File: src/rtl/ex_co_arbiter_pkg.sv
`default_nettype none
// ============================================================================
//  Module   : ex_co_arbiter_pkg
//  Brief    : Shared execute/complete definitions: FU type enum, FU counts,
//             EX/CO packet layout.
//  Revision : 1.0 - initial release
// ============================================================================
package ex_co_arbiter_pkg;

  // Functional-unit kinds; the value travels in the packet as function_type.
  typedef enum logic [2:0] {
    FU_ALU    = 3'd0,
    FU_MULT   = 3'd1,
    FU_BRANCH = 3'd2,
    FU_LOAD   = 3'd3,
    FU_STORE  = 3'd4
  } fu_type_e;

  localparam int NUM_FU_ALU    = 1;
  localparam int NUM_FU_MULT   = 1;
  localparam int NUM_FU_BRANCH = 1;
  localparam int NUM_FU_LOAD   = 1;
  localparam int NUM_FU_STORE  = 1;

  // One result port per FU instance.
  localparam int N_IN_DEFAULT = NUM_FU_ALU + NUM_FU_MULT + NUM_FU_BRANCH
                              + NUM_FU_LOAD + NUM_FU_STORE;

  localparam int ROB_IDX_W = 6;

  // Result packet handed from an FU to the complete stage.
  typedef struct packed {
    logic                 valid;
    logic [ROB_IDX_W-1:0] rob_index;
    logic [2:0]           issued_fu_index;
    fu_type_e             function_type;
    logic [31:0]          result;
  } ex_co_packet_t;

endpackage
`default_nettype wire

File: src/rtl/ex_co_arbiter_if.sv
`default_nettype none
// ============================================================================
//  Module   : ex_co_arbiter_if
//  Brief    : FU-result / EX-CO handshake bundle. master = FUs + complete
//             stage side, slave = arbiter side.
//  Revision : 1.0 - initial release
// ============================================================================
interface ex_co_arbiter_if #(
  parameter int N_IN  = ex_co_arbiter_pkg::N_IN_DEFAULT,
  parameter int PTR_W = $clog2(N_IN)   // derived; leave at default
) ();
  import ex_co_arbiter_pkg::*;

  logic          [N_IN-1:0]  fu_valid;
  ex_co_packet_t [N_IN-1:0]  fu_packet;
  logic          [N_IN-1:0]  fu_ready;
  logic                      out_ready;
  ex_co_packet_t             ex_co_reg;
  logic          [PTR_W-1:0] grant_idx;

  modport master (
    output fu_valid, fu_packet, out_ready,
    input  fu_ready, ex_co_reg, grant_idx
  );

  modport slave (
    input  fu_valid, fu_packet, out_ready,
    output fu_ready, ex_co_reg, grant_idx
  );

endinterface
`default_nettype wire

File: src/rtl/ex_co_arbiter_rr_arbiter.sv
`default_nettype none
// ============================================================================
//  Module   : rr_arbiter
//  Brief    : Combinational round-robin picker. Scans req starting at ptr,
//             wrapping modulo N; the first set bit wins (one-hot gnt).
//  Revision : 1.0 - initial release
// ============================================================================
module rr_arbiter #(
  parameter int N     = ex_co_arbiter_pkg::N_IN_DEFAULT,
  parameter int PTR_W = $clog2(N)   // derived; leave at default
) (
  input  logic [N-1:0]     req,
  input  logic [PTR_W-1:0] ptr,
  output logic [N-1:0]     gnt,
  output logic [PTR_W-1:0] gnt_idx,
  output logic             any_gnt
);
  import ex_co_arbiter_pkg::*;

  logic [PTR_W-1:0] cand;

  // Walk the request vector from ptr upward with wrap; stop at first hit.
  always_comb begin
    gnt     = '0;
    gnt_idx = '0;
    any_gnt = 1'b0;
    cand    = '0;
    for (int k = 0; k < N; k++) begin
      cand = PTR_W'((int'(ptr) + k) % N);
      if (!any_gnt && req[cand]) begin
        gnt[cand] = 1'b1;
        gnt_idx   = cand;
        any_gnt   = 1'b1;
      end
    end
  end

endmodule
`default_nettype wire

File: src/rtl/ex_co_arbiter.sv
`default_nettype none
// ============================================================================
//  Module   : ex_co_arbiter
//  Brief    : Buffers one result per FU (valid/ready) and serialises them
//             round-robin into the registered EX/CO packet, one per cycle.
//  Options  : EX_CO_ARB_BRANCH_PRIO_EN - buffered BRANCH results win over
//             round-robin (lowest index first, pointer left untouched).
//  Revision : 1.0 - initial release
// ============================================================================
module ex_co_arbiter #(
  parameter int N_IN  = ex_co_arbiter_pkg::N_IN_DEFAULT,
  parameter int PTR_W = $clog2(N_IN)   // derived; leave at default
) (
  input  logic            clock,
  input  logic            reset,
  input  logic            squash,
  ex_co_arbiter_if.slave  bus
);
  import ex_co_arbiter_pkg::*;

  logic          [N_IN-1:0]  buf_valid_q, buf_valid_d;
  ex_co_packet_t [N_IN-1:0]  buf_q, buf_d;
  logic          [PTR_W-1:0] rr_ptr_q, rr_ptr_d;
  ex_co_packet_t             ex_co_reg_q, ex_co_reg_d;

  logic             out_free;
  logic             arb_en;
  logic [N_IN-1:0]  req_vec;
  logic [N_IN-1:0]  rr_gnt;
  logic [PTR_W-1:0] rr_idx;
  logic             rr_any;
  logic [N_IN-1:0]  grant;
  logic [PTR_W-1:0] grant_idx;
  logic             any_grant;
  logic             prio_grant;
  logic [N_IN-1:0]  fu_ready;

  // The output slot is reusable when empty or being consumed this edge;
  // a squash suppresses arbitration entirely.
  assign out_free = !ex_co_reg_q.valid || bus.out_ready;
  assign arb_en   = out_free && !squash;
  assign req_vec  = buf_valid_q & {N_IN{arb_en}};

  rr_arbiter #(.N(N_IN), .PTR_W(PTR_W)) u_rr_arbiter (
    .req     (req_vec),
    .ptr     (rr_ptr_q),
    .gnt     (rr_gnt),
    .gnt_idx (rr_idx),
    .any_gnt (rr_any)
  );

`ifdef EX_CO_ARB_BRANCH_PRIO_EN
  // Branch results jump the queue so mispredicts resolve sooner.
  always_comb begin
    grant      = rr_gnt;
    grant_idx  = rr_idx;
    prio_grant = 1'b0;
    for (int i = 0; i < N_IN; i++) begin
      if (!prio_grant && req_vec[i] && (buf_q[i].function_type == FU_BRANCH)) begin
        prio_grant   = 1'b1;
        grant        = '0;
        grant[i]     = 1'b1;
        grant_idx    = PTR_W'(i);
      end
    end
    any_grant = prio_grant || rr_any;
  end
`else
  assign grant      = rr_gnt;
  assign grant_idx  = rr_idx;
  assign any_grant  = rr_any;
  assign prio_grant = 1'b0;
`endif

  // A buffer can take a new packet if empty or if it is draining this cycle.
  assign fu_ready = {N_IN{!reset}} & (~buf_valid_q | grant);

  // Next-state for buffers, output register and round-robin pointer.
  always_comb begin
    buf_valid_d = buf_valid_q;
    buf_d       = buf_q;
    rr_ptr_d    = rr_ptr_q;
    ex_co_reg_d = ex_co_reg_q;
    if (squash) begin
      // Flush everything in flight, including a same-cycle FU handshake.
      buf_valid_d       = '0;
      ex_co_reg_d.valid = 1'b0;
    end else begin
      for (int i = 0; i < N_IN; i++) begin
        if (grant[i]) begin
          buf_valid_d[i] = 1'b0;
        end
        // Refill overrides the clear so a port sustains one packet per cycle.
        if (bus.fu_valid[i] && fu_ready[i]) begin
          buf_d[i]       = bus.fu_packet[i];
          buf_valid_d[i] = 1'b1;
        end
      end
      if (any_grant) begin
        ex_co_reg_d       = buf_q[grant_idx];
        ex_co_reg_d.valid = 1'b1;
        if (!prio_grant) begin
          rr_ptr_d = (grant_idx == PTR_W'(N_IN - 1)) ? '0 : grant_idx + PTR_W'(1);
        end
      end else if (out_free) begin
        ex_co_reg_d.valid = 1'b0;
      end
    end
  end

  // State registers with synchronous reset.
  always_ff @(posedge clock) begin
    if (reset) begin
      buf_valid_q <= '0;
      buf_q       <= '0;
      rr_ptr_q    <= '0;
      ex_co_reg_q <= '0;
    end else begin
      buf_valid_q <= buf_valid_d;
      buf_q       <= buf_d;
      rr_ptr_q    <= rr_ptr_d;
      ex_co_reg_q <= ex_co_reg_d;
    end
  end

  assign bus.fu_ready  = fu_ready;
  assign bus.ex_co_reg = ex_co_reg_q;
  assign bus.grant_idx = grant_idx;

endmodule
`default_nettype wire

File: src/flat_wrapper.sv
// flat-port wrapper written by rule: the top's interface ports become plain ports
module ex_co_arbiter_flat import ex_co_arbiter_pkg::*;
#(
  parameter int N_IN  = ex_co_arbiter_pkg::N_IN_DEFAULT,
  parameter int PTR_W = $clog2(N_IN)                               
)
  (clock, reset, squash, bus_fu_valid, bus_fu_packet, bus_out_ready, bus_fu_ready, bus_ex_co_reg, bus_grant_idx);
  ex_co_arbiter_if #(.N_IN(N_IN), .PTR_W(PTR_W)) bus_i ();
  input  logic clock;
  input  logic reset;
  input  logic squash;
  input wire logic [$bits(bus_i.fu_valid)-1:0] bus_fu_valid;
  input wire logic [$bits(bus_i.fu_packet)-1:0] bus_fu_packet;
  input wire logic [$bits(bus_i.out_ready)-1:0] bus_out_ready;
  output wire logic [$bits(bus_i.fu_ready)-1:0] bus_fu_ready;
  output wire logic [$bits(bus_i.ex_co_reg)-1:0] bus_ex_co_reg;
  output wire logic [$bits(bus_i.grant_idx)-1:0] bus_grant_idx;
  assign bus_i.fu_valid = bus_fu_valid;
  assign bus_i.fu_packet = bus_fu_packet;
  assign bus_i.out_ready = bus_out_ready;
  assign bus_fu_ready = bus_i.fu_ready;
  assign bus_ex_co_reg = bus_i.ex_co_reg;
  assign bus_grant_idx = bus_i.grant_idx;
  ex_co_arbiter #(.N_IN(N_IN), .PTR_W(PTR_W)) u_core (.clock(clock), .reset(reset), .squash(squash), .bus(bus_i));
endmodule
File: config.mk
export PLATFORM = sky130hd
export DESIGN_NAME = ex_co_arbiter_flat
export DESIGN_NICKNAME = d
export VERILOG_FILES = /design/src/rtl/ex_co_arbiter_pkg.sv /design/src/rtl/ex_co_arbiter_if.sv /design/src/rtl/ex_co_arbiter_rr_arbiter.sv /design/src/rtl/ex_co_arbiter.sv /design/src/flat_wrapper.sv
export SDC_FILE = /design/constraint.sdc
export NUM_CORES = 1
export LEC_CHECK = 0
export ABC_AREA = 0
export BUFFER_PORTS_ARGS = -buffer_cell sky130_fd_sc_hd__buf_2
export CAP_MARGIN = 20
export CORE_ASPECT_RATIO = 0.7
export CORE_MARGIN = 2
export CORE_UTILIZATION = 40
export CTS_BUF_LIST = sky130_fd_sc_hd__clkbuf_4 sky130_fd_sc_hd__clkbuf_8
export DETAILED_ROUTE_END_ITERATION = 12
export GPL_TIMING_DRIVEN = 1
export PLACE_DENSITY = 0.6
export SYNTH_ARGS = -nofsm -noshare
export SYNTH_HDL_FRONTEND = slang
export SYNTH_HIERARCHICAL = 1
export SYNTH_SLANG_ARGS = --single-unit
File: constraint.sdc
create_clock -name clock -period 8.5 [get_ports clock]
set_clock_uncertainty 0.15 [all_clocks]
set_input_delay 1.7 -clock clock [delete_from_list [all_inputs] [get_ports clock]]
set_output_delay 1.7 -clock clock [all_outputs]
set_load 0.02 [all_outputs]
==> flow_metrics.env, run 1 <==
export IMPL_synth_edf_count=0
export IMPL_viasPerCell=5.998
export IMPL_vias=13810
export IMPL_syn_avg_cell_area_um2=8.697
export IMPL_wl_um=54090
export IMPL_syn2layout_area_growth_pct=18.04
export IMPL_crit_end="bus_fu_ready[3]"
export IMPL_synth_commonest_cells="dfxtp_1, a21oi_1, nand3_1"
export IMPL_ff2ff_path_depth=21
export IMPL_worst_slew_pin_transition_ns=1.182
export IMPL_yosys_area_top_type="dfxtp_1"
export IMPL_fillers=3435
export IMPL_slew_headroom_pct=21.06
export IMPL_place_ws_ns=0.8381
export IMPL_setup_viol=0
export IMPL_hpwlAfterDp_um=34370
export IMPL_syn_inst=1608
export IMPL_seq_area_mm2=0.005466
export IMPL_ys_flop_type="dfxtp_1"
export IMPL_slew_violations=0
export IMPL_nNetsFinal=2052
export IMPL_crit_path_max_incr_delay_ns=0.53
export IMPL_yosysMostFrequentCell="dfxtp_1"
export IMPL_end_kind="output port"
export IMPL_core_area_mm2=0.03459
export IMPL_hold_viol=0
export IMPL_cp_cell_sequence="inv_1 -> ha_2 -> xnor2_1 -> inv_2 -> ha_1 -> nor2_1 -> a211oi_1 -> nor2_1 -> inv_1 -> ha_1 -> nor2b_1 -> a2111oi_1 -> a211oi_2 -> mux2i_1 -> a2111o_1 -> or4_1 -> o2111ai_1 -> nor2b_4 -> nor2_1 -> buf_2"
export IMPL_ys_ff_latch=273
export IMPL_grt_pass1_wl_um=79580
export IMPL_yosysTopAreaCellShare_pct=39.08
export IMPL_r2r_start="u_core/rr_ptr_q[1]"
export IMPL_ys_async_sr_fraction_pct=0
export IMPL_row_count=57
export IMPL_max_freq_ghz=0.1232
export IMPL_grt_ovfl_total=0
export IMPL_rrSetupSlack_ns=1.19
export IMPL_post_place_cells=2213
export IMPL_cp_common_cell="nor2_1"
export IMPL_critPathMaxFanout=13
export IMPL_worstSetupStartpointType="flip-flop"
export IMPL_cap_violations=0
export IMPL_wl_per_cell_um=23.50
export IMPL_drive_above_1_share_pct=28.70
export IMPL_place_gp_congestion=0.8575
export IMPL_clock_latency_ns=0.60
export IMPL_status="finished clean"
export IMPL_syn_num_nets=1867
export IMPL_start_util_pct=40.43
export IMPL_first_iter_violations=1414
export IMPL_synth_area_leaders="dfxtp_1, a21oi_1, nand3_1, o21ai_0, mux4_2"
export IMPL_final_core_util_pct=47.72
export IMPL_die_width_um=227.5
export IMPL_antenna_found_initial=7
export IMPL_clk_pin_slew_worst_paths_ns=0.06
export IMPL_postRouteAntennaNets=0
export IMPL_dpl_cell_area_mm2=0.01543
export IMPL_p_leak_nw=6.187
export IMPL_multi_input_area_mm2=0.007685
export IMPL_cts_sinks=273
export IMPL_numCtsBuffers=45
export IMPL_final_cell_area_mm2=0.01651
export IMPL_fin_ws_ns=0.3811
export IMPL_timing_final_crit_share_pct=95.52
export IMPL_cp_arrival_ns=6.27
export IMPL_drc_errors=0
export IMPL_worst_setup_path_startpoint="u_core/rr_ptr_q[1]"
export IMPL_grt_max_degree=139
export IMPL_worstPathRequired_ns=6.65
export IMPL_cellPowerDensity_mw_per_mm2=338.9
export IMPL_cts_htree_levels=2
export IMPL_rsz0062_at_grt="false"
export IMPL_clk_path_buf_depth=3
export IMPL_critical_path_class="flip-flop to output port"
export IMPL_fin_crit_ns=8.119
export IMPL_synth_seq_area_share_pct=39.08
export IMPL_cpMaxStageDelayCell="a2111oi_1"
export IMPL_die_h_um=160.4
export IMPL_reg2reg_to="u_core/bus.ex_co_reg[35]"
export IMPL_synth_area_mm2=0.01398
export IMPL_die_area_mm2=0.03650
export IMPL_peakVddDrop_uv=229.1
export IMPL_cts_tree="yes"
export IMPL_yosysWarnings=6
export IMPL_tns_ns=0
export IMPL_gr_usage_all_layers_pct=28.66
export IMPL_finalNonFillerCells=2302
export IMPL_hold_path_class="flip-flop to flip-flop"
export IMPL_drt_pass1_iterations=6
export IMPL_io_pins=287
export IMPL_io_buffers=281
export IMPL_cts_root_buf="clkbuf_8"
export IMPL_synth_distinct_cells=80
export IMPL_largest_reg_flops=220
export IMPL_grt_pass1_vias=13080
[kinds of logic after synthesis]
logic type	after synthesis	synth area share, %
and+or+nand+nor	461	16.87
buffers and inverters	193	6.889
adders and majority gates	25	2.290
xor gates and xnor gates	7	0.6263
AOI/OAI and AO/OA	591	25.87
muxes	58	8.374
DFF	273	39.08
[worst min path at each step]
stage | start | endpoint | slack (ns) | cells past startpoint
CTS | u_core/buf_q[169] | u_core/buf_q[169] | 0.32 | 2
floorplan | u_core/buf_q[121] | u_core/buf_q[121] | 0.30 | 2
global placement | u_core/buf_q[106] | u_core/buf_q[106] | 0.31 | 2
finish | u_core/buf_q[169] | u_core/buf_q[169] | 0.32 | 2
detailed placement | u_core/buf_q[169] | u_core/buf_q[169] | 0.31 | 2
global route | u_core/buf_q[160] | u_core/buf_q[160] | 0.34 | 2
[per-layer routing]
metal | share of wire [%] | wire length [um] | up-vias | track usage (%)
met1 | 44 | 23740 | 6701 | 41.19
li1 | - | - | 6322 | -
met2 | 43 | 23440 | 692 | 41.99
met5 | 0.055 | 30 | - | 0
met3 | 10 | 5551 | 86 | 7.318
met4 | 2.5 | 1328 | 6 | 8.734
[report_power, final]
part / switching [mW] / internal (mW)
Combinational: 1.76 / 1.02
Sequential: 0.0988 / 1.44
Clock: 0.575 / 0.696
[layout make-up]
cell class                 instances  area share (%)
inverter                          19          0.4548
tap                              472           3.578
sequential                       273           33.12
clock buffer                      71           5.389
clock inverter                     9          0.5078
antenna                            4         0.06064
multi-input combinational       1142           46.55
timing repair buffer             312           10.34
[metrics by stage]
step                total power, mW  hold WS [ns]
floorplan                     3.614        0.3005
global placement              4.273        0.3085
detailed placement            4.309        0.3129
CTS                           5.566        0.3222
global route                  5.867        0.3379
finish                        5.594        0.3231
[critical path, delay by kind of cell, from the launching register on]
kind,cells,cell delay [ns]
AND/OR/NAND/NOR,6,1.47
multiplexers,1,0.16
AO/OA/AOI/OAI,5,1.59
adder cells (fa/ha/maj),3,0.80
flip-flops,1,0.51
buffers and inverters,4,0.77
XOR/XNOR,1,0.34
[cells in the final DEF, fill, tap and decap left out, drive strengths merged, types with 4 or more instances in the layout]
cell	Yosys	routed
or3	6	6
dfxtp	273	273
o22ai	4	4
or3b	6	6
a221oi	45	45
ha	24	24
diode	0	4
nor3b	12	12
xnor2	7	7
a31oi	7	7
mux4	45	45
nand2b	9	9
a21o	5	5
o211ai	6	6
nor2	83	83
o2111ai	4	4
nand3	225	225
buf	65	312
a211oi	7	7
o21ai	233	233
clkinv	0	7
nor3	57	57
and2	7	7
a21oi	241	241
inv	19	18
clkbuf	108	71
mux2i	11	11
o21a	10	10
nor2b	14	14
nand2	25	25
[repair_timing]
| item | 4_1_cts | 5_1_grt |
|---|---|---|
| endpoints found under the setup margin | 0 | 7 |
| setup buffers | 0 | 2 |
| gates resized for setup | 0 | 3 |
| hold buffers | 0 | 0 |
Power figures use the tool's default switching activity.
==> inputs of run 2 (changes only) <==
- BUFFER_PORTS_ARGS: -buffer_cell sky130_fd_sc_hd__buf_2 -> unset
- CAP_MARGIN: 20 -> 10
- DONT_BUFFER_PORTS: unset -> 1
- PLACE_DENSITY: 0.6 -> 0.56
==> run 2 against run 1 <==
Net effect: sequential power up 10%; count of clock-buffer cells in the layout down 2; total power down 1.6%; routed wire length down 4.4%; utilization down 4.0 points; final cell count down 12%; cell area down 8.4%; hold slack worse by 0.0012 ns; worst setup slack better by 0.12 ns; global-route usage down 1.0 points.
==> flow_metrics.env, run 2 (synthesis gave the netlist of run 1 again) <==
export IMPL_postCtsHoldBufs=0
export IMPL_reg2reg_to="u_core/bus.ex_co_reg[34]"
export IMPL_grt_max_degree=284
export IMPL_cpMaxStageDelayCell="a2111o_1"
export IMPL_layout_common_cells="dfxtp_1, a21oi_1, nand3_1"
export IMPL_seq_area_mm2=0.005466
export IMPL_gr_usage_all_layers_pct=27.62
export IMPL_cp_common_cell="nor2_1"
export IMPL_critPathMaxFanout=18
export IMPL_p_leak_nw=5.018
export IMPL_layout_commonest_cell="dfxtp_1"
export IMPL_drt_pass1_iterations=6
export IMPL_path_delay_family="compound AO/OA/AOI/OAI gates"
export IMPL_place_gp_congestion=0.8770
export IMPL_largest_reg_flops=220
export IMPL_crit_path_max_incr_delay_ns=0.53
export IMPL_fillers=3488
export IMPL_io_pins=287
export IMPL_cp_arrival_ns=6.15
export IMPL_drc_errors=0
export IMPL_nNetsFinal=1765
export IMPL_rsz0062_at_grt="false"
export IMPL_slew_violations=0
export IMPL_min_from="u_core/buf_q[69]"
export IMPL_fin_crit_ns=8.003
export IMPL_cts_htree_levels=2
export IMPL_start_util_pct=40.43
export IMPL_grtUsageMet3_pct=8.635
export IMPL_multi_input_area_mm2=0.007692
export IMPL_io_buffers=0
export IMPL_hold_viol=0
export IMPL_syn2layout_area_growth_pct=8.124
export IMPL_r2r_start="u_core/rr_ptr_q[0]"
export IMPL_clk_pin_slew_worst_paths_ns=0.06
export IMPL_wl_um=51690
export IMPL_critical_path_class="flip-flop to output port"
export IMPL_drive_above_1_share_pct=15.75
export IMPL_final_cell_area_mm2=0.01512
export IMPL_ff2ff_path_depth=22
export IMPL_cts_root_buf="clkbuf_8"
export IMPL_setup_viol=0
export IMPL_grt_pass1_vias=12160
export IMPL_wl_per_cell_um=25.53
export IMPL_path_buf_inv=3
export IMPL_worst_setup_path_startpoint="u_core/rr_ptr_q[0]"
export IMPL_dpl_cell_area_mm2=0.01399
export IMPL_worstSetupStartpointType="flip-flop"
export IMPL_numCtsBuffers=47
export IMPL_cts_sinks=273
export IMPL_grtUsageMet2_pct=40.26
export IMPL_end_kind="output port"
export IMPL_row_count=57
export IMPL_grt_pass1_wl_um=76760
export IMPL_slew_headroom_pct=15.02
export IMPL_fin_ws_ns=0.4972
export IMPL_timing_final_crit_share_pct=94.15
export IMPL_cts_tree="yes"
export IMPL_max_freq_ghz=0.1250
export IMPL_clock_latency_ns=0.60
export IMPL_cap_violations=0
export IMPL_worstPathRequired_ns=6.65
export IMPL_tns_ns=0
export IMPL_antenna_found_initial=10
export IMPL_top_usage_layer="met2"
export IMPL_grt_ovfl_total=0
export IMPL_viasPerCell=6.229
export IMPL_die_area_mm2=0.03650
export IMPL_crit_cells=19
export IMPL_postRouteAntennaNets=0
export IMPL_die_width_um=227.5
export IMPL_status="finished clean"
export IMPL_clk_path_buf_depth=3
export IMPL_die_h_um=160.4
export IMPL_place_ws_ns=0.7352
export IMPL_rrSetupSlack_ns=1.22
export IMPL_core_area_mm2=0.03459
export IMPL_vias=12610
export IMPL_grtUsageMet1_pct=38.52
export IMPL_first_iter_violations=1359
export IMPL_cp_cell_sequence="clkinvlp_4 -> ha_2 -> xnor2_1 -> inv_2 -> ha_1 -> nor2_1 -> a211oi_1 -> nor2_1 -> inv_1 -> ha_1 -> nor2b_1 -> a2111oi_2 -> a211oi_2 -> mux2i_1 -> a2111o_1 -> or4_1 -> o2111ai_1 -> nor2b_4 -> nor2_1"
export IMPL_peakVddDrop_uv=388.1
export IMPL_worst_slew_pin_transition_ns=1.275
export IMPL_cellPowerDensity_mw_per_mm2=364.2
export IMPL_crit_end="bus_fu_ready[3]"
export IMPL_hpwlAfterDp_um=32110
export IMPL_hold_path_class="flip-flop to flip-flop"
run 2: routing by layer:
layer / part of all wire (%) / vias up
met1: 44 / 6190
li1: - / 5763
met3: 10 / 88
met4: 2.5 / 2
met5: 0.023 / -
met2: 43 / 570
run 2: final cells by class:
class                           count  area share, %
Antenna cell                       10         0.1655
Clock buffer                       69          5.825
Clock inverter                     17          1.357
Inverter                           19         0.4965
Multi-Input combinational cell   1142          50.87
Sequential cell                   273          36.15
Tap cell                          472          3.906
Timing Repair Buffer               23          1.225
run 2: what timing repair did:
action | CTS | global route
resized for setup | 0 | 5
buffers inserted | 0 | 0
setup endpoints to repair | 0 | 6
run 2: power breakdown:
part | internal (mW) | switching (mW)
clock | 0.795 | 0.593
combinational | 0.901 | 1.51
sequential | 1.44 | 0.260
total | 3.14 | 2.37
run 2: through the flow:
stage                     utilization (%)  instances  hold WS [ns]  power, mW
after CTS                           43.60       2015        0.3233      5.521
after detailed placement            40.46       1929        0.3145      4.131
final                               43.71       2025        0.3219      5.506
after global placement              40.46       1929        0.3053      4.102
after global routing                43.71       2024        0.3392      5.811
after floorplan                         -       1608        0.3005      3.614
run 2: worst min-delay path by stage:
stage                        endpoint  slack [ns]  depth (start not counted)
floorplan           u_core/buf_q[121]        0.30                          2
global placement     u_core/buf_q[85]        0.31                          2
detailed placement   u_core/buf_q[69]        0.31                          2
CTS                  u_core/buf_q[69]        0.32                          2
global route         u_core/buf_q[61]        0.34                          2
finish               u_core/buf_q[69]        0.32                          2
run 2: worst register-to-register path, cell delays in order, from the launching register on:
cell,delay [ns]
dfxtp_1,0.38
clkinvlp_4,0.37
ha_2,0.42
xnor2_1,0.37
inv_2,0.17
ha_1,0.24
nor2_1,0.26
a211oi_1,0.16
nor2_1,0.26
inv_1,0.12
ha_1,0.22
nor2b_1,0.16
a2111oi_2,0.48
a211oi_2,0.18
mux2i_1,0.16
a2111o_1,0.53
a31oi_1,0.30
o21ai_4,0.15
buf_4,0.29
nor3b_4,0.76
buf_4,0.66
a221oi_1,0.24
nor3_1,0.16
